**src/rtl/decode_field_pipe.sv**
```systemverilog
// -----------------------------------------------------------------------------
// decode_field_pipe
//
// Buffered decode-field stage between instruction fetch and control/regfile
// logic. Instruction words and their PCs are queued in a DEPTH-entry circular
// FIFO with a valid/ready handshake. The head entry is decoded
// combinationally into register indices, opcode, funct fields, an illegal
// flag and the sign-extended XLEN immediate selected by instruction format.
//
// Ports
//   clk        in   1     rising-edge clock
//   rst        in   1     synchronous reset, active-high (priority over flush)
//   flush      in   1     discard all queued entries at the next edge
//   in_valid   in   1     in_instr/in_pc valid
//   in_ready   out  1     buffer can accept (count != DEPTH)
//   in_instr   in   32    instruction word
//   in_pc      in   XLEN  instruction PC
//   out_valid  out  1     head entry valid (count != 0)
//   out_ready  in   1     consumer accepts head
//   out_pc     out  XLEN  head PC
//   A1/A2/A3   out  5     head rs1 / rs2 / rd fields
//   OP         out  7     head opcode
//   funct3     out  3     head instr[14:12]
//   funct7     out  7     head instr[31:25]
//   imm        out  XLEN  sign-extended immediate
//   illegal    out  1     head instr[1:0] != 2'b11
// All field outputs are forced to zero while out_valid is low.
// -----------------------------------------------------------------------------
module decode_field_pipe #(
    parameter int XLEN  = 64,
    parameter int DEPTH = 2
) (
    input  logic            clk,
    input  logic            rst,
    input  logic            flush,
    input  logic            in_valid,
    output logic            in_ready,
    input  logic [31:0]     in_instr,
    input  logic [XLEN-1:0] in_pc,
    output logic            out_valid,
    input  logic            out_ready,
    output logic [XLEN-1:0] out_pc,
    output logic [4:0]      A1,
    output logic [4:0]      A2,
    output logic [4:0]      A3,
    output logic [6:0]      OP,
    output logic [2:0]      funct3,
    output logic [6:0]      funct7,
    output logic [XLEN-1:0] imm,
    output logic            illegal
);

    localparam int PTR_W = $clog2(DEPTH);
    localparam int CNT_W = $clog2(DEPTH + 1);

    localparam logic [CNT_W-1:0] CNT_FULL = CNT_W'(DEPTH);
    localparam logic [CNT_W-1:0] CNT_ZERO = {CNT_W{1'b0}};
    localparam logic [CNT_W-1:0] CNT_ONE  = CNT_W'(1);
    localparam logic [PTR_W-1:0] PTR_ZERO = {PTR_W{1'b0}};
    localparam logic [PTR_W-1:0] PTR_ONE  = PTR_W'(1);

    localparam logic [6:0] OP_LOAD   = 7'b0000011;
    localparam logic [6:0] OP_OPIMM  = 7'b0010011;
    localparam logic [6:0] OP_OPIMMW = 7'b0011011;
    localparam logic [6:0] OP_JALR   = 7'b1100111;
    localparam logic [6:0] OP_SYSTEM = 7'b1110011;
    localparam logic [6:0] OP_STORE  = 7'b0100011;
    localparam logic [6:0] OP_BRANCH = 7'b1100011;
    localparam logic [6:0] OP_LUI    = 7'b0110111;
    localparam logic [6:0] OP_AUIPC  = 7'b0010111;
    localparam logic [6:0] OP_JAL    = 7'b1101111;

    // Immediate decode by format. Each format's raw field is assembled as a
    // signed vector; the size cast then sign-extends it to XLEN.
    function automatic logic [XLEN-1:0] decode_imm(input logic [31:0] ins);
        logic [XLEN-1:0] res;
        case (ins[6:0])
            OP_LOAD, OP_OPIMM, OP_OPIMMW, OP_JALR, OP_SYSTEM:
                res = XLEN'($signed(ins[31:20]));
            OP_STORE:
                res = XLEN'($signed({ins[31:25], ins[11:7]}));
            OP_BRANCH:
                res = XLEN'($signed({ins[31], ins[7], ins[30:25], ins[11:8], 1'b0}));
            OP_LUI, OP_AUIPC:
                res = XLEN'($signed({ins[31:12], 12'b0}));
            OP_JAL:
                res = XLEN'($signed({ins[31], ins[19:12], ins[20], ins[30:21], 1'b0}));
            default:
                res = {XLEN{1'b0}};
        endcase
        return res;
    endfunction

    logic [31:0]      instr_mem_r [DEPTH];
    logic [XLEN-1:0]  pc_mem_r    [DEPTH];
    logic [PTR_W-1:0] rd_ptr_r;
    logic [PTR_W-1:0] wr_ptr_r;
    logic [CNT_W-1:0] count_r;

    logic             push_s;
    logic             pop_s;
    logic [31:0]      head_instr_s;
    logic [XLEN-1:0]  head_pc_s;

    // Handshake status derived directly from the occupancy count.
    always_comb begin
        in_ready  = (count_r != CNT_FULL);
        out_valid = (count_r != CNT_ZERO);
        push_s    = in_valid & in_ready & ~flush;
        pop_s     = out_valid & out_ready;
    end

    // Storage write; contents are only meaningful under the pointers, so no reset.
    always_ff @(posedge clk) begin
        if (push_s) begin
            instr_mem_r[wr_ptr_r] <= in_instr;
            pc_mem_r[wr_ptr_r]    <= in_pc;
        end
    end

    // Pointer and count update; reset outranks flush, both empty the FIFO.
    always_ff @(posedge clk) begin
        if (rst) begin
            rd_ptr_r <= PTR_ZERO;
            wr_ptr_r <= PTR_ZERO;
            count_r  <= CNT_ZERO;
        end else if (flush) begin
            rd_ptr_r <= PTR_ZERO;
            wr_ptr_r <= PTR_ZERO;
            count_r  <= CNT_ZERO;
        end else begin
            // DEPTH is a power of two, so natural overflow wraps the pointers.
            if (push_s) begin
                wr_ptr_r <= wr_ptr_r + PTR_ONE;
            end
            if (pop_s) begin
                rd_ptr_r <= rd_ptr_r + PTR_ONE;
            end
            case ({push_s, pop_s})
                2'b10:   count_r <= count_r + CNT_ONE;
                2'b01:   count_r <= count_r - CNT_ONE;
                default: count_r <= count_r;
            endcase
        end
    end

    // Head entry selection; an empty FIFO presents an all-zero word and PC.
    always_comb begin
        head_instr_s = 32'd0;
        head_pc_s    = {XLEN{1'b0}};
        if (out_valid) begin
            head_instr_s = instr_mem_r[rd_ptr_r];
            head_pc_s    = pc_mem_r[rd_ptr_r];
        end else begin
            head_instr_s = 32'd0;
            head_pc_s    = {XLEN{1'b0}};
        end
    end

    // Field extraction from the head word; a zero word yields zero fields.
    always_comb begin
        out_pc  = head_pc_s;
        A1      = head_instr_s[19:15];
        A2      = head_instr_s[24:20];
        A3      = head_instr_s[11:7];
        OP      = head_instr_s[6:0];
        funct3  = head_instr_s[14:12];
        funct7  = head_instr_s[31:25];
        imm     = decode_imm(head_instr_s);
        // Gated by out_valid because the zero word itself has low bits != 11.
        illegal = out_valid & (head_instr_s[1:0] != 2'b11);
    end

endmodule

```
**config.mk**
```make
export PLATFORM = sky130hd
export DESIGN_NAME = decode_field_pipe
export DESIGN_NICKNAME = d
export VERILOG_FILES = /design/src/rtl/decode_field_pipe.sv
export SDC_FILE = /design/constraint.sdc
export NUM_CORES = 1
export LEC_CHECK = 0
export CORE_ASPECT_RATIO = 0.6
export CORE_MARGIN = 2
export CORE_UTILIZATION = 50
export CTS_CLUSTER_DIAMETER = 60
export DETAILED_ROUTE_END_ITERATION = 6
export PLACE_DENSITY = 0.85
export SKIP_CTS_REPAIR_TIMING = 1
export SYNTH_ARGS = -nofsm -noshare
export SYNTH_HDL_FRONTEND = slang
export SYNTH_SLANG_ARGS = --single-unit
```
**constraint.sdc**
```tcl
create_clock -name clk -period 11.3 [get_ports clk]
set_input_delay 2.26 -clock clk [delete_from_list [all_inputs] [get_ports clk]]
set_output_delay 2.26 -clock clk [all_outputs]
set_load 0.005 [all_outputs]
```
==> impl_metrics.json, run 1 <==
{
  "tritoncts": "yes",
  "antenna_found_initial": 3,
  "outcome": "complete, no violations",
  "start_util": 0.515,
  "root_buffer": "clkbuf_16",
  "ir_worst_vdd_uv": 129,
  "numCtsBuffers": 17,
  "cp_cell_sequence": "buf_4 > mux2_2 > o2111ai_1 > nor2_2 > inv_1 > a21oi_2 > clkdlybuf4s50_1",
  "yosys-top-cells-count": "edfxtp_1, nor2_1, mux2i_1, buf_4, nand2_1",
  "setup_viol": 0,
  "worst_pin_slew_ns": 1.14,
  "cap_violations": 0,
  "synth_most_common_cell": "edfxtp_1",
  "synth_edf_count": 192,
  "synthDistinctLibCells": 43,
  "rsz0062_at_grt": "no",
  "dr.pass1.iters": 5,
  "start_kind": "flop",
  "clock_latency_ns": 0.43,
  "worstPathMaxFanout": 58,
  "die_w_um": 172,
  "cp_num_buf_inv": 3,
  "synth.avg_cell_area_um2": 14.5,
  "finish.net_count": 910,
  "synth-async-reset-ratio": 0,
  "crit_required_ns": 9.04,
  "hold_depth": 2,
  "finalSetupTns_ns": 0,
  "design.die.area_um2": 17900,
  "synth_seq_cells": 197,
  "cts_max_level": 4,
  "static-leakage-power_nw": 3.66,
  "row_count": 36,
  "portBuffers": 263,
  "syn_to_final_growth_pct": 37.5,
  "dp_hpwl_um": 13900,
  "crit_path_max_incr_delay_ns": 1.01,
  "design_power_total_w": 0.00154,
  "yosys_warnings": 0,
  "clockBufferDepth": 2,
  "yosysTopAreaCell": "edfxtp_1",
  "worst_path_max_delay_cell": "dfxtp_4",
  "finalHoldViolCount": 0,
  "grt_pass1_vias": 5465,
  "drt_iter0_drc": 506,
  "drive_above_1_share": 0.0731,
  "drv_slew": 0,
  "synth.cell_area_um2": 8420,
  "path_class": "reg2out",
  "fmax_mhz": 135,
  "grt_pass1_wl_um": 30100,
  "finalCritPeriodShare": 0.657,
  "syn-instance-count": 581,
  "drc": 0,
  "routed_wirelength_um": 20100,
  "path_clk_slew_ns": 0.07,
  "cp.depth": 7,
  "synth.area.top_cells": "edfxtp_1, mux2i_1, nor2_1, buf_4, dfxtp_1",
  "seq_area_frac_synth": 0.697,
  "routed-via-count": 5629,
  "synth-main-ff-cell": "edfxtp_1",
  "syn-num-nets": 683,
  "postRouteAntennaNets": 0,
  "core_um2": 16400,
  "post_drt_via_cell_ratio": 5.37,
  "num_io_pins": 264,
  "powerDensity_nw_per_um2": 133,
  "grt.total_usage": 0.227,
  "wl_per_cell_um": 19.2,
  "antennaDiodeCount": 0,
  "r2r_cells": 4,
  "fin_skew_ns": 0.00882,
  "grt_max_degree": 105,
  "fin_crit_ns": 7.43,
  "gr-total-overflow": 0,
  "critPathTopFamily": "buffers and inverters",
  "cp.arrival_ns": 5.17,
  "relSlewSlack": 0.240,
  "yosysTopAreaCellShare": 0.685,
  "fin_util": 0.708,
  "clock-sinks": 197,
  "place.gp.congestion": 0.892,
  "die_y_um": 105,
  "hold_class": "reg2reg",
  "crit_path_end_kind": "primary output"
}
## through the flow
step	setup slack, ns	cells	instance area (um^2)	hold WS, ns
floorplan	4.24	581	8420	0.518
global placement	4.56	1017	11000	0.528
finish	3.87	1049	11600	0.599
CTS	3.91	1049	11600	0.606
detailed placement	4.38	1017	11000	0.591
global route	3.54	1049	11600	0.649
## registers in the layout, summed over array words and instances, names as in the netlist, named ones only
signal       count
count_r          2
pc_mem_r       128
wr_ptr_r         1
rd_ptr_r         1
instr_mem_r     64
## worst reg2reg max path, stage by stage (launching register included)
cell,delay (ns)
dfxtp_1,0.44
nand2b_1,0.18
nand3b_1,0.26
nor2_4,0.93
buf_4,0.81
## layout make-up
cell class	count	area (um^2)
sequential	197	5870
fill	1079	4770
timing repair buffer	267	2660
multi-input combinational	315	2150
clock buffer	19	433
tap	228	285
clock inverter	13	144
inverter	10	37.5
## report_power, final
part	total (W)	internal [W]	leakage [nW]	switching, W
sequential	0.000832	0.000824	1.80	0.00000754
clock	0.000585	0.000313	0.277	0.000273
combinational	0.000121	0.0000661	1.58	0.0000548
## metal layers
layer,vias up,part of all wire,global-route usage
met1,2674,0.40,0.282
met2,330,0.48,0.370
li1,2565,-,-
met3,54,0.097,0.0731
met5,-,0.0022,0
met4,6,0.025,0.0847
## cell families after synthesis
kind of cell / Yosys count / synth area share
adder cells (fa/ha/maj): 1 / 0.00149
AO/OA/AOI/OAI: 36 / 0.0321
buffers and inverters: 69 / 0.0511
multiplexers: 98 / 0.118
flip-flops: 197 / 0.697
AND/OR/NAND/NOR: 175 / 0.0959
XOR/XNOR: 5 / 0.00520
## worst paths after layout
path	from	slack, ns	endpoint
min	rd_ptr_r	0.60	flop
min reg2reg	rd_ptr_r	0.60	flop
max reg2reg	count_r[0]	8.27	pc_mem_r[0][37]
max	flop	3.87	imm[45]
## cell usage in the layout (no fill, tap or decap), drive strengths merged, types with 11 or more instances in the layout
master | Yosys | layout
clkbuf | 8 | 19
clkdlybuf4s50 | 0 | 263
edfxtp | 192 | 192
inv | 10 | 16
mux2i | 91 | 91
nand2 | 26 | 26
nand3 | 12 | 12
nor2 | 101 | 101
nor3 | 15 | 15
o21ai | 11 | 11
Power figures use the tool's default switching activity.
==> run 2, diff against run 1 <==
--- a/config.mk
+++ b/config.mk
@@ -7,10 +7,10 @@
 export LEC_CHECK = 0
 export CORE_ASPECT_RATIO = 0.6
 export CORE_MARGIN = 2
-export CORE_UTILIZATION = 50
+export CORE_UTILIZATION = 47
 export CTS_CLUSTER_DIAMETER = 60
 export DETAILED_ROUTE_END_ITERATION = 6
-export PLACE_DENSITY = 0.85
+export PLACE_DENSITY = 0.81
 export SKIP_CTS_REPAIR_TIMING = 1
 export SYNTH_ARGS = -nofsm -noshare
 export SYNTH_HDL_FRONTEND = slang
==> constraint.sdc (replaced) <==
create_clock -name clk -period 7 [get_ports clk]
set_input_delay 1.4 -clock clk [delete_from_list [all_inputs] [get_ports clk]]
set_output_delay 1.4 -clock clk [all_outputs]
set_load 0.005 [all_outputs]
==> run 2 against run 1 <==
Compared with the run above: combinational power rose by 62%; register-to-register slack got worse by 3.9 ns; flip-flop and latch count did not move; worst hold slack got worse by 0.040 ns; global-route usage fell by 1.1 points; clock power rose by 66%; utilization fell by 3.6 points; final cell count rose by 0.86%; routed wire length rose by 2.5%; total power rose by 63%; non-clock buffer count rose by 3; sequential share of layout area fell by 0.23 points; critical path type unchanged.
==> impl_metrics.json, run 2 (synthesis results as in run 1) <==
{
  "outcome": "complete, no violations",
  "portBuffers": 263,
  "numCtsBuffers": 17,
  "fmax_mhz": 172,
  "routed-via-count": 5618,
  "dp_hpwl_um": 14500,
  "cap_violations": 0,
  "finish.net_count": 913,
  "cts_max_level": 4,
  "grt.total_usage": 0.216,
  "critPathTopFamily": "compound AO/OA/AOI/OAI gates",
  "worst_path_max_delay_cell": "a21oi_2",
  "finalCritPeriodShare": 0.833,
  "design.die.area_um2": 19000,
  "crit_path_end_kind": "primary output",
  "powerDensity_nw_per_um2": 216,
  "multiInputGateArea_um2": 2150,
  "grt_max_degree": 101,
  "crit_required_ns": 5.60,
  "setup_viol": 0,
  "ir_worst_vdd_uv": 138,
  "num_io_pins": 264,
  "syn_to_final_growth_pct": 38.2,
  "start_util": 0.486,
  "regMostFlops": "pc_mem_r",
  "cp_num_buf_inv": 2,
  "postRouteAntennaNets": 0,
  "antenna_found_initial": 1,
  "routed_wirelength_um": 20600,
  "worst_pin_slew_ns": 1.14,
  "hold_start": "rd_ptr_r",
  "final_common_cell": "clkdlybuf4s50_1",
  "largest_reg_flops": 128,
  "hold_class": "reg2reg",
  "row_count": 37,
  "reg.largest.list": "pc_mem_r (128), instr_mem_r (64), count_r (2)",
  "tritoncts": "yes",
  "drc": 0,
  "relSlewSlack": 0.239,
  "static-leakage-power_nw": 3.68,
  "finalSetupTns_ns": 0,
  "cp.arrival_ns": 4.43,
  "path_class": "reg2out",
  "clock-sinks": 197,
  "antennaDiodeCount": 0,
  "wl_per_cell_um": 19.5,
  "cp_cell_sequence": "buf_4 > and3b_1 > o22ai_1 > o31ai_4 > a21oi_4 > a21oi_2 > clkdlybuf4s50_1",
  "nFillCells": 1241,
  "drive_above_1_share": 0.0765,
  "ff_latch_area_um2": 5870,
  "drv_slew": 0,
  "start_kind": "flop",
  "grt_pass1_vias": 5527,
  "dr.pass1.iters": 5,
  "place.gp.congestion": 0.931,
  "path_clk_slew_ns": 0.07,
  "crit_path_max_incr_delay_ns": 0.90,
  "clockBufferDepth": 2,
  "r2r_start": "count_r[0]",
  "post_drt_via_cell_ratio": 5.31,
  "root_buffer": "clkbuf_16",
  "worstPathMaxFanout": 42,
  "design_power_total_w": 0.00251,
  "clock_latency_ns": 0.42,
  "rsz0062_at_grt": "no",
  "die_w_um": 177,
  "fin_crit_ns": 5.83,
  "gr-total-overflow": 0,
  "drt_iter0_drc": 575,
  "finalHoldViolCount": 0,
  "core_um2": 17300,
  "die_y_um": 108,
  "fin_skew_ns": 0.00769,
  "mostFrequentLayoutCells": "clkdlybuf4s50_1, edfxtp_1, nor2_1",
  "grt_pass1_wl_um": 30500
}
run 2: through the flow:
stage               instances  area [um^2]   util  hold slack [ns]  setup slack, ns
finish                   1058        11600  0.672            0.559             1.17
floorplan                 581         8420      -            0.518            0.802
global route             1058        11600  0.672            0.594            0.808
CTS                      1058        11600  0.672            0.554             1.10
detailed placement       1026        11000  0.637            0.540             1.57
global placement         1026        11000  0.637            0.533             1.74
run 2: worst paths after layout:
kind | endpoint | slack, ns | depth (start not counted)
setup reg to reg | pc_mem_r[1][34] | 4.33 | 4
hold reg to reg | flop | 0.56 | 2
setup / recovery | imm[33] | 1.17 | 7
hold / removal | flop | 0.56 | 2
run 2: layout make-up:
| cell class | count | share of cell area |
|---|---|---|
| Timing Repair Buffer | 270 | 0.231 |
| Tap cell | 234 | 0.0252 |
| Clock inverter | 14 | 0.0147 |
| Inverter | 10 | 0.00323 |
| Sequential cell | 197 | 0.505 |
| Multi-Input combinational cell | 315 | 0.185 |
| Clock buffer | 18 | 0.0369 |
run 2: per-layer routing:
| metal | GRT usage | wire length (um) | up-vias |
|---|---|---|---|
| li1 | - | - | 2564 |
| met4 | 0.0626 | 279 | 2 |
| met1 | 0.282 | 8460 | 2716 |
| met3 | 0.0646 | 2020 | 25 |
| met5 | 0 | 13 | - |
| met2 | 0.352 | 9830 | 311 |
run 2: worst min-delay path, cell delays in order (launching register included):
cell,delay [ns]
dfxtp_1,0.33
xnor2_1,0.14
nor3_1,0.05
run 2: power breakdown:
part           leakage [nW]  switching [W]  internal (W)  total [W]
clock                 0.283       0.000435      0.000538   0.000973
sequential             1.80      0.0000121       0.00133    0.00134
combinational          1.60      0.0000889      0.000107   0.000196
==> run 3, diff against run 2 <==
--- a/config.mk
+++ b/config.mk
@@ -7,10 +7,10 @@
 export LEC_CHECK = 0
 export CORE_ASPECT_RATIO = 0.6
 export CORE_MARGIN = 2
-export CORE_UTILIZATION = 47
+export CORE_UTILIZATION = 42
 export CTS_CLUSTER_DIAMETER = 60
 export DETAILED_ROUTE_END_ITERATION = 6
-export PLACE_DENSITY = 0.81
+export PLACE_DENSITY = 0.76
 export SKIP_CTS_REPAIR_TIMING = 1
 export SYNTH_ARGS = -nofsm -noshare
 export SYNTH_HDL_FRONTEND = slang
==> constraint.sdc (replaced) <==
create_clock -name clk -period 4.87 [get_ports clk]
set_input_delay 0.974 -clock clk [delete_from_list [all_inputs] [get_ports clk]]
set_output_delay 0.974 -clock clk [all_outputs]
set_load 0.005 [all_outputs]
==> run 3 against run 2 <==
Compared with the run above: sequential share of layout area down 0.19 points; non-clock buffer count up 2; worst hold slack worse by 0.0011 ns; final cell count up 3.8%; first-iteration DRC count down 23%; total power up 40%; count of clock-buffer cells in the layout unchanged; routed wire length down 6.9%; flip-flop and latch count unchanged; design area up 0.38%.
==> impl_metrics.json, run 3 (synthesis results as in run 1) <==
{
  "pwr-share-clk": 0.374,
  "clock_latency_ns": 0.42,
  "cp.arrival_ns": 3.26,
  "drive_above_1_share": 0.0788,
  "portBuffers": 263,
  "wl_per_cell_um": 17.5,
  "grt.total_usage": 0.178,
  "tritoncts": "yes",
  "hold_path_end": "rd_ptr_r",
  "die_y_um": 114,
  "regMostFlops": "pc_mem_r",
  "design_area_um2": 11700,
  "finalHoldViolCount": 0,
  "r2r_start": "count_r[0]",
  "drt_iter0_drc": 440,
  "powerDensity_nw_per_um2": 302,
  "start_util": 0.425,
  "routed_wirelength_um": 19200,
  "antenna_found_initial": 0,
  "p_int_w": 0.00275,
  "gr-total-overflow": 0,
  "die_w_um": 187,
  "clock-sinks": 197,
  "postRouteAntennaNets": 0,
  "design.die.area_um2": 21200,
  "post_drt_via_cell_ratio": 4.93,
  "finalCritPeriodShare": 0.870,
  "fin_crit_ns": 4.24,
  "setup_viol": 0,
  "cap_violations": 0,
  "reg.largest.list": "pc_mem_r (128), instr_mem_r (64), count_r (2)",
  "largest_reg_flops": 128,
  "r2r_slack_ns": 2.63,
  "syn_to_final_growth_pct": 38.7,
  "numCtsBuffers": 17,
  "sw_frac_of_total": 0.221,
  "path_class": "reg2out",
  "clockBufferDepth": 2,
  "routed-via-count": 5418,
  "core_um2": 19800,
  "dp_hpwl_um": 13400,
  "worstPathMaxFanout": 28,
  "hold_start": "rd_ptr_r",
  "grt_pass1_wl_um": 28800,
  "fmax_mhz": 236,
  "antennaDiodeCount": 0,
  "ir_worst_vdd_uv": 204,
  "num_io_pins": 264,
  "final_common_cell": "clkdlybuf4s50_1",
  "worst_pin_slew_ns": 0.930,
  "mostFrequentLayoutCells": "clkdlybuf4s50_1, edfxtp_1, nor2_1",
  "crit_path_end_kind": "primary output",
  "rsz0062_at_grt": "no",
  "grt_pass1_vias": 5169,
  "r2r_end": "count_r[1]",
  "row_count": 40,
  "outcome": "complete, no violations",
  "power_frac_comb": 0.080,
  "p_seq_frac": 0.546,
  "drc": 0,
  "root_buffer": "clkbuf_16",
  "fin_util": 0.589,
  "static-leakage-power_nw": 3.69,
  "hold_depth": 2,
  "cts_max_level": 4,
  "place_area_um2": 11100,
  "path_clk_slew_ns": 0.07,
  "met3_usage": 0.0609,
  "r2r_cells": 7,
  "nFillCells": 1571,
  "use_met2": 0.279,
  "fin_skew_ns": 0.0144,
  "hold_class": "reg2reg",
  "grt_max_degree": 97,
  "relSlewSlack": 0.380,
  "start_kind": "flop",
  "grt_use_met1": 0.238,
  "crit_required_ns": 3.90,
  "grt-busiest-layer": "met2",
  "finish.net_count": 915,
  "place.gp.congestion": 0.898,
  "switching_power_w": 0.000778,
  "dr.pass1.iters": 5,
  "drv_slew": 0
}
## run 3: per-layer routing
layer / vias to the layer above / share of wire
met2: 230 / 0.46
met5: - / 0
li1: 2570 / -
met3: 23 / 0.088
met1: 2595 / 0.44
met4: 0 / 0.013
## run 3: worst max path at each step
stage	startpoint	to	slack, ns	cells after the start
final	count_r[0]	imm[11]	0.63	7
after global routing	count_r[0]	imm[14]	0.39	7
after CTS	count_r[0]	imm[11]	0.61	7
after detailed placement	count_r[1]	imm[16]	1.08	7
after global placement	count_r[1]	imm[28]	1.18	8
after floorplan	flush	instr_mem_r[0][0]	-0.90	2
## run 3: stage by stage
stage | setup slack (ns) | power (W) | hold WS (ns) | setup TNS, ns | std cells
6_report | 0.634 | 0.00352 | 0.558 | 0 | 1098
3_3_place_gp | 1.18 | 0.00224 | 0.530 | 0 | 1067
4_1_cts | 0.614 | 0.00356 | 0.558 | 0 | 1098
5_1_grt | 0.387 | 0.00365 | 0.595 | 0 | 1098
2_1_floorplan | -0.902 | 0.00207 | 0.518 | -173.17 | 581
3_5_place_dp | 1.08 | 0.00224 | 0.547 | 0 | 1067
## run 3: worst max-delay path, stage by stage (launching register included)
cell and delay (ns):
dfxtp_1 0.37, nor2_4 0.55, inv_2 0.26, nand2_1 0.46
inv_1 0.17, nand3_1 0.35, o2111ai_1 0.19, clkdlybuf4s50_1 0.49
## run 3: power groups by stage
stage	registers, W	logic, W	clock network (W)
global placement	0.00196	0.000278	0
global route	0.00193	0.000304	0.00142
detailed placement	0.00196	0.000282	0
floorplan	0.00197	0.000102	0
finish	0.00192	0.000281	0.00132
CTS	0.00192	0.000284	0.00136
## run 3: area by class of cell
type	instances	area [um^2]	share of cell area
multi-input combinational	315	2150	0.184
timing repair buffer	272	2710	0.232
inverter	10	37.5	0.00321
tap	273	342	0.0293
clock inverter	13	139	0.0119
sequential	197	5870	0.503
clock buffer	18	429	0.0368
==> RTL edit 1: new RTL, flow settings as in run 2 <==
Change the parameter `DEPTH` from 2 to 4.
--- a/src/rtl/decode_field_pipe.sv
+++ b/src/rtl/decode_field_pipe.sv
@@ -30,3 +30,3 @@
     parameter int XLEN  = 64,
-    parameter int DEPTH = 2
+    parameter int DEPTH = 4
 ) (
Behaviour: not the same (Yosys sat finds a counterexample within 4 cycles, from zero or initial values).
==> RTL edit 1 against run 2 <==
Maximum frequency increased by 1.5%. Global-route usage down 2.4 points. Clock power up 95%. Power grew 91%. Sequential cell count up 196. Largest power group unchanged. Synthesized area rose by 90%. Combinational power increased by 31%. First-iteration DRC count increased by 21%. Setup slack gained 87 ps. Routed wire length increased by 64%. Highest routed layer unchanged. Register-to-register slack got worse by 640 ps. Die area is 87% higher. Synthesized cell count up 40%. Cell area grew 72%.
==> RTL edit 1: results (changes against run 2) <==
metric;value;unit;change
hpwl;21.3;mm;+47%
clkSlewWorstSetupHoldPaths;60;ps;
hold_start;wr_ptr_r[1];;
cts-htree-levels;2;;-2
worstReg2RegEnd;count_r[2];;
cts-root-buf;clkbuf_16;;
regMostFlops;pc_mem_r;;
cp_max_fo;59;;+40%
syn_nets;921;;+35%
ys_seq_area_frac;0.730;;+0.0335
drt_iter0_markers;694;;+21%
cp_slowest_cell;dfxtp_4;;
critical-path-max-stage-delay;940;ps;+40 ps
fill_cells;2475;;+99%
grt_max_degree;65;;-36%
synth_edf_count;384;;+100%
finalWirelength;33.9;mm;+64%
globalRouteMet1Util;0.265;;-0.0170
grt_pass1_wl;51.1;mm;+67%
drtAntennaViolNets;0;;unchanged
min_path_type;reg -> reg;;
cts_buffer_depth;3;;+1
vias_per_cell;5.38;;+1.2%
grt.met3_usage;0.0502;;-0.0144
r2r_slack;3690;ps;-640 ps
routabilityCongestion;0.890;;-4.5%
async_flop_share;0;;unchanged
hold_ws;521;ps;-38.0 ps
largestRegisters;pc_mem_r: 256 flops, instr_mem_r: 128 flops, count_r: 3 flops;;
antenna_found_initial;3;;+2
cts-buffers-inserted;38;;+21
maxCapViolations;0;;unchanged
yosys_warnings;0;;unchanged
skew;10.7;ps;+3.04 ps
fin_nets;1164;;+27%
ir_worst_vdd;0.159;mV;+15%
hold_end;wr_ptr_r[1];;
slew_headroom;0.320;;+0.0811
n_antenna_cell;0;;unchanged
yosys-top-cells-count;edfxtp_1 (384), and2_1 (98), mux4_2 (98);;
synth_ff_type;edfxtp_1;;
synth.distinct_cells;49;;+14%
fmax;174;MHz;+1.5%
drive_gt1_frac;0.176;;+0.0997
grtUsageTotal;0.191;;-0.0243
net-switching-power;970;uW;+81%
setup_tns;0;ps;unchanged
grt_pass1_vias;8531;;+54%
met2_usage;0.305;;-0.0470
cp_top_family;buffers and inverters;;
run_status;finished clean;;
port_buffers;263;;unchanged
r2r_start;count_r[2];;
p_leak;6.32;nW;+72%
insertion_delay;520;ps;+100 ps
reg2reg_depth;10;;+6
drtPass1Iterations;5;;unchanged
synth_area_leaders;edfxtp_1 (72%), mux4_2 (14%), and2_1 (3.8%);;
hold_depth;2;;unchanged
==> RTL edit 1: cell types whose count changed in the layout (fill, tap and decap cells not counted), sizes merged, moves of 8 or more <==
cell,run 2,this run
clkbuf,18,46
nor3,15,1
o22ai,9,1
and2,2,98
clkinv,5,15
mux4,0,98
edfxtp,192,384
mux2i,91,1
nand3,12,35
nor2,101,14
nor2b,0,8
==> RTL edit 1: metal layers <==
metal	vias to the layer above	routed length, um
met5	-	13
met3	57	2640
met4	2	690
li1	3684	-
met1	4232	14400
met2	320	16100
==> RTL edit 1: worst max-delay path by stage <==
stage	from	endpoint	slack, ps	cells past startpoint
2_1_floorplan	flop	imm[32]	2540	8
3_3_place_gp	flop	imm[30]	1870	7
3_5_place_dp	flop	imm[24]	1780	7
4_1_cts	flop	imm[24]	1200	7
5_1_grt	flop	imm[22]	1000	7
6_report	flop	imm[24]	1260	7
==> RTL edit 1: power groups by stage <==
stage	Sequential, mW	Clock [mW]	Combinational (mW)
global placement	2.68	0	0.252
finish	2.63	1.90	0.256
floorplan	2.68	0	0.101
detailed placement	2.68	0	0.258
global route	2.64	2.05	0.276
CTS	2.63	1.95	0.259
==> RTL edit 1: worst min-delay path, cell delays in order (launching register included) <==
cell	delay [ps]
dfxtp_1	340
nand2_1	70
a21oi_1	60
==> RTL edit 1: cells by family after synthesis <==
family | count (synthesis) | synth area share
muxes | 99 | 0.138
AOI/OAI and AO/OA | 25 | 0.0139
DFF | 393 | 0.730
adders and majority gates | 6 | 0.00515
xor gates and xnor gates | 5 | 0.00273
buffers and inverters | 87 | 0.0334
and+or+nand+nor | 199 | 0.0764
==> RTL edit 1: layout make-up <==
| class | instances | area share |
|---|---|---|
| clock inverters | 21 | 0.00713 |
| multi-input cells | 334 | 0.190 |
| flip-flops and latches | 393 | 0.586 |
| repair buffers | 274 | 0.136 |
| clock buffers | 46 | 0.0501 |
| inverters | 16 | 0.00300 |
| well taps | 459 | 0.0287 |
==> RTL edit 1: stage by stage <==
step,cells,instance area (um2),setup WS [ps]
after floorplan,814,16000,2540
final,1543,20000,1260
after detailed placement,1476,18900,1780
after global placement,1476,18900,1870
after CTS,1543,20000,1200
after global routing,1543,20000,1000
==> RTL edit 2: new RTL, settings of run 2 <==
Made on the original files. Reset style: asynchronous (`rst`), changed in one clocked block. Comments in the files are not updated.
--- a/src/rtl/decode_field_pipe.sv
+++ b/src/rtl/decode_field_pipe.sv
@@ -121,3 +121,3 @@
     // Pointer and count update; reset outranks flush, both empty the FIFO.
-    always_ff @(posedge clk) begin
+    always_ff @(posedge clk or posedge rst) begin
         if (rst) begin
Formal check against the unedited RTL: differs if rst is asserted again (counterexample within 4 cycles, from zero or initial values and one cycle with rst high); with rst held inactive, the same outputs for 4 cycles.
==> RTL edit 2 against run 2 <==
Combinational power up 78%. Highest routed layer unchanged. Sequential cell count down 1. Cell count decreased by 2.5%. Die area fell by 1.6%. Power grew 7.9%. Via count down 4.8%. Routed wire length decreased by 7.1%. First-iteration DRC count is 34% lower. Cell area shrank 0.99%. Clock power increased by 2%. Synthesized area decreased by 1.7%. Setup slack gained 7.3 ps.
==> RTL edit 2: results (changes against run 2) <==
metric;value;unit;change
run_status;finished clean;;
grtUsageTotal;0.205;;-0.0111
synth.distinct_cells;42;;-2.3%
r2r_slack;4710;ps;+380 ps
grt.met3_usage;0.0702;;+0.00559
syn_nets;658;;-3.7%
p_leak;3.86;nW;+4.9%
yosys-top-cells-count;edfxtp_1 (192), nor2_1 (87), mux2i_1 (80);;
routabilityCongestion;0.865;;-7.1%
dp.cells;1001;;-2.4%
async_flop_share;0.0204;;+0.0204
ys_seq_area_frac;0.709;;+0.0119
hpwl;13.4;mm;-7.6%
grt_pass1_vias;5316;;-3.8%
drive_gt1_frac;0.0777;;+0.00124
slew_headroom;0.254;;+0.0151
drt_iter0_markers;378;;-34%
wl_per_cell;18.5;um;-4.7%
finalWirelength;19.1;mm;-7.1%
fin_nets;887;;-2.8%
skew;11.8;ps;+4.10 ps
grt_max_degree;60;;-41%
vias_per_cell;5.19;;-2.4%
cts-buffers-inserted;17;;unchanged
met2_usage;0.343;;-0.00904
insertion_delay;420;ps;about the same
hold_ws;643;ps;+84.1 ps
worstReg2RegEnd;pc_mem_r[1][35];;
synth_area_leaders;edfxtp_1 (70%), mux2i_1 (9.7%), nor2_1 (3.9%);;
globalRouteMet1Util;0.253;;-0.0294
grt_pass1_wl;29.1;mm;-4.8%
hold_start;wr_ptr_r;;
r2r_start;count_r[0];;
==> RTL edit 2: cell families after synthesis <==
| logic type | synth area share |
|---|---|
| flops | 0.709 |
| simple gates | 0.0695 |
| mux | 0.119 |
| buf+inv | 0.0531 |
| compound gates | 0.0482 |
| xor+xnor | 0.00212 |
==> RTL edit 2: how the worst max path moves through the flow <==
| stage | startpoint | end | slack (ps) | cells past startpoint |
|---|---|---|---|---|
| CTS | count_r[0] | imm[61] | 1120 | 6 |
| floorplan | in_valid | instr_mem_r[1][0] | 1250 | 2 |
| global route | count_r[0] | imm[54] | 830 | 6 |
| detailed placement | count_r[0] | imm[61] | 1570 | 6 |
| global placement | count_r[0] | imm[61] | 1730 | 6 |
| finish | count_r[0] | imm[61] | 1180 | 6 |
==> RTL edit 2: layout make-up <==
cell class / count / share of cell area
inverters: 16 / 0.00521
repair buffers: 269 / 0.232
flip-flops and latches: 196 / 0.510
clock inverters: 14 / 0.0151
clock buffers: 17 / 0.0369
well taps: 234 / 0.0254
multi-input cells: 286 / 0.175
==> RTL edit 2: where the power goes <==
part	total [mW]	switching, mW	leakage, nW	internal [mW]
registers	1.37	0.0276	1.81	1.34
clock network	0.990	0.424	0.292	0.566
logic	0.348	0.158	1.76	0.190
total	2.71	0.609	3.86	2.10
==> RTL edit 2: metrics by stage <==
| step | area [um2] | setup WS (ps) |
|---|---|---|
| 2_1_floorplan | 8290 | 1250 |
| 3_3_place_gp | 10900 | 1730 |
| 3_5_place_dp | 10900 | 1570 |
| 4_1_cts | 11500 | 1120 |
| 5_1_grt | 11500 | 826 |
| 6_report | 11500 | 1180 |
==> RTL edit 2: per-layer routing <==
metal	wire, um	up-vias	share of wire
met4	239	2	0.012
met5	13	-	0.00068
li1	-	2489	-
met2	9420	240	0.49
met1	7770	2602	0.41
met3	1700	18	0.089
==> RTL edit 2: critical path, stage by stage (launching register included) <==
cell and delay (ps):
dfrtp_1 460, nor2_4 830, nor2_2 250, a2111oi_4 550, nor2_2 220, a311oi_4 990, clkdlybuf4s50_1 680
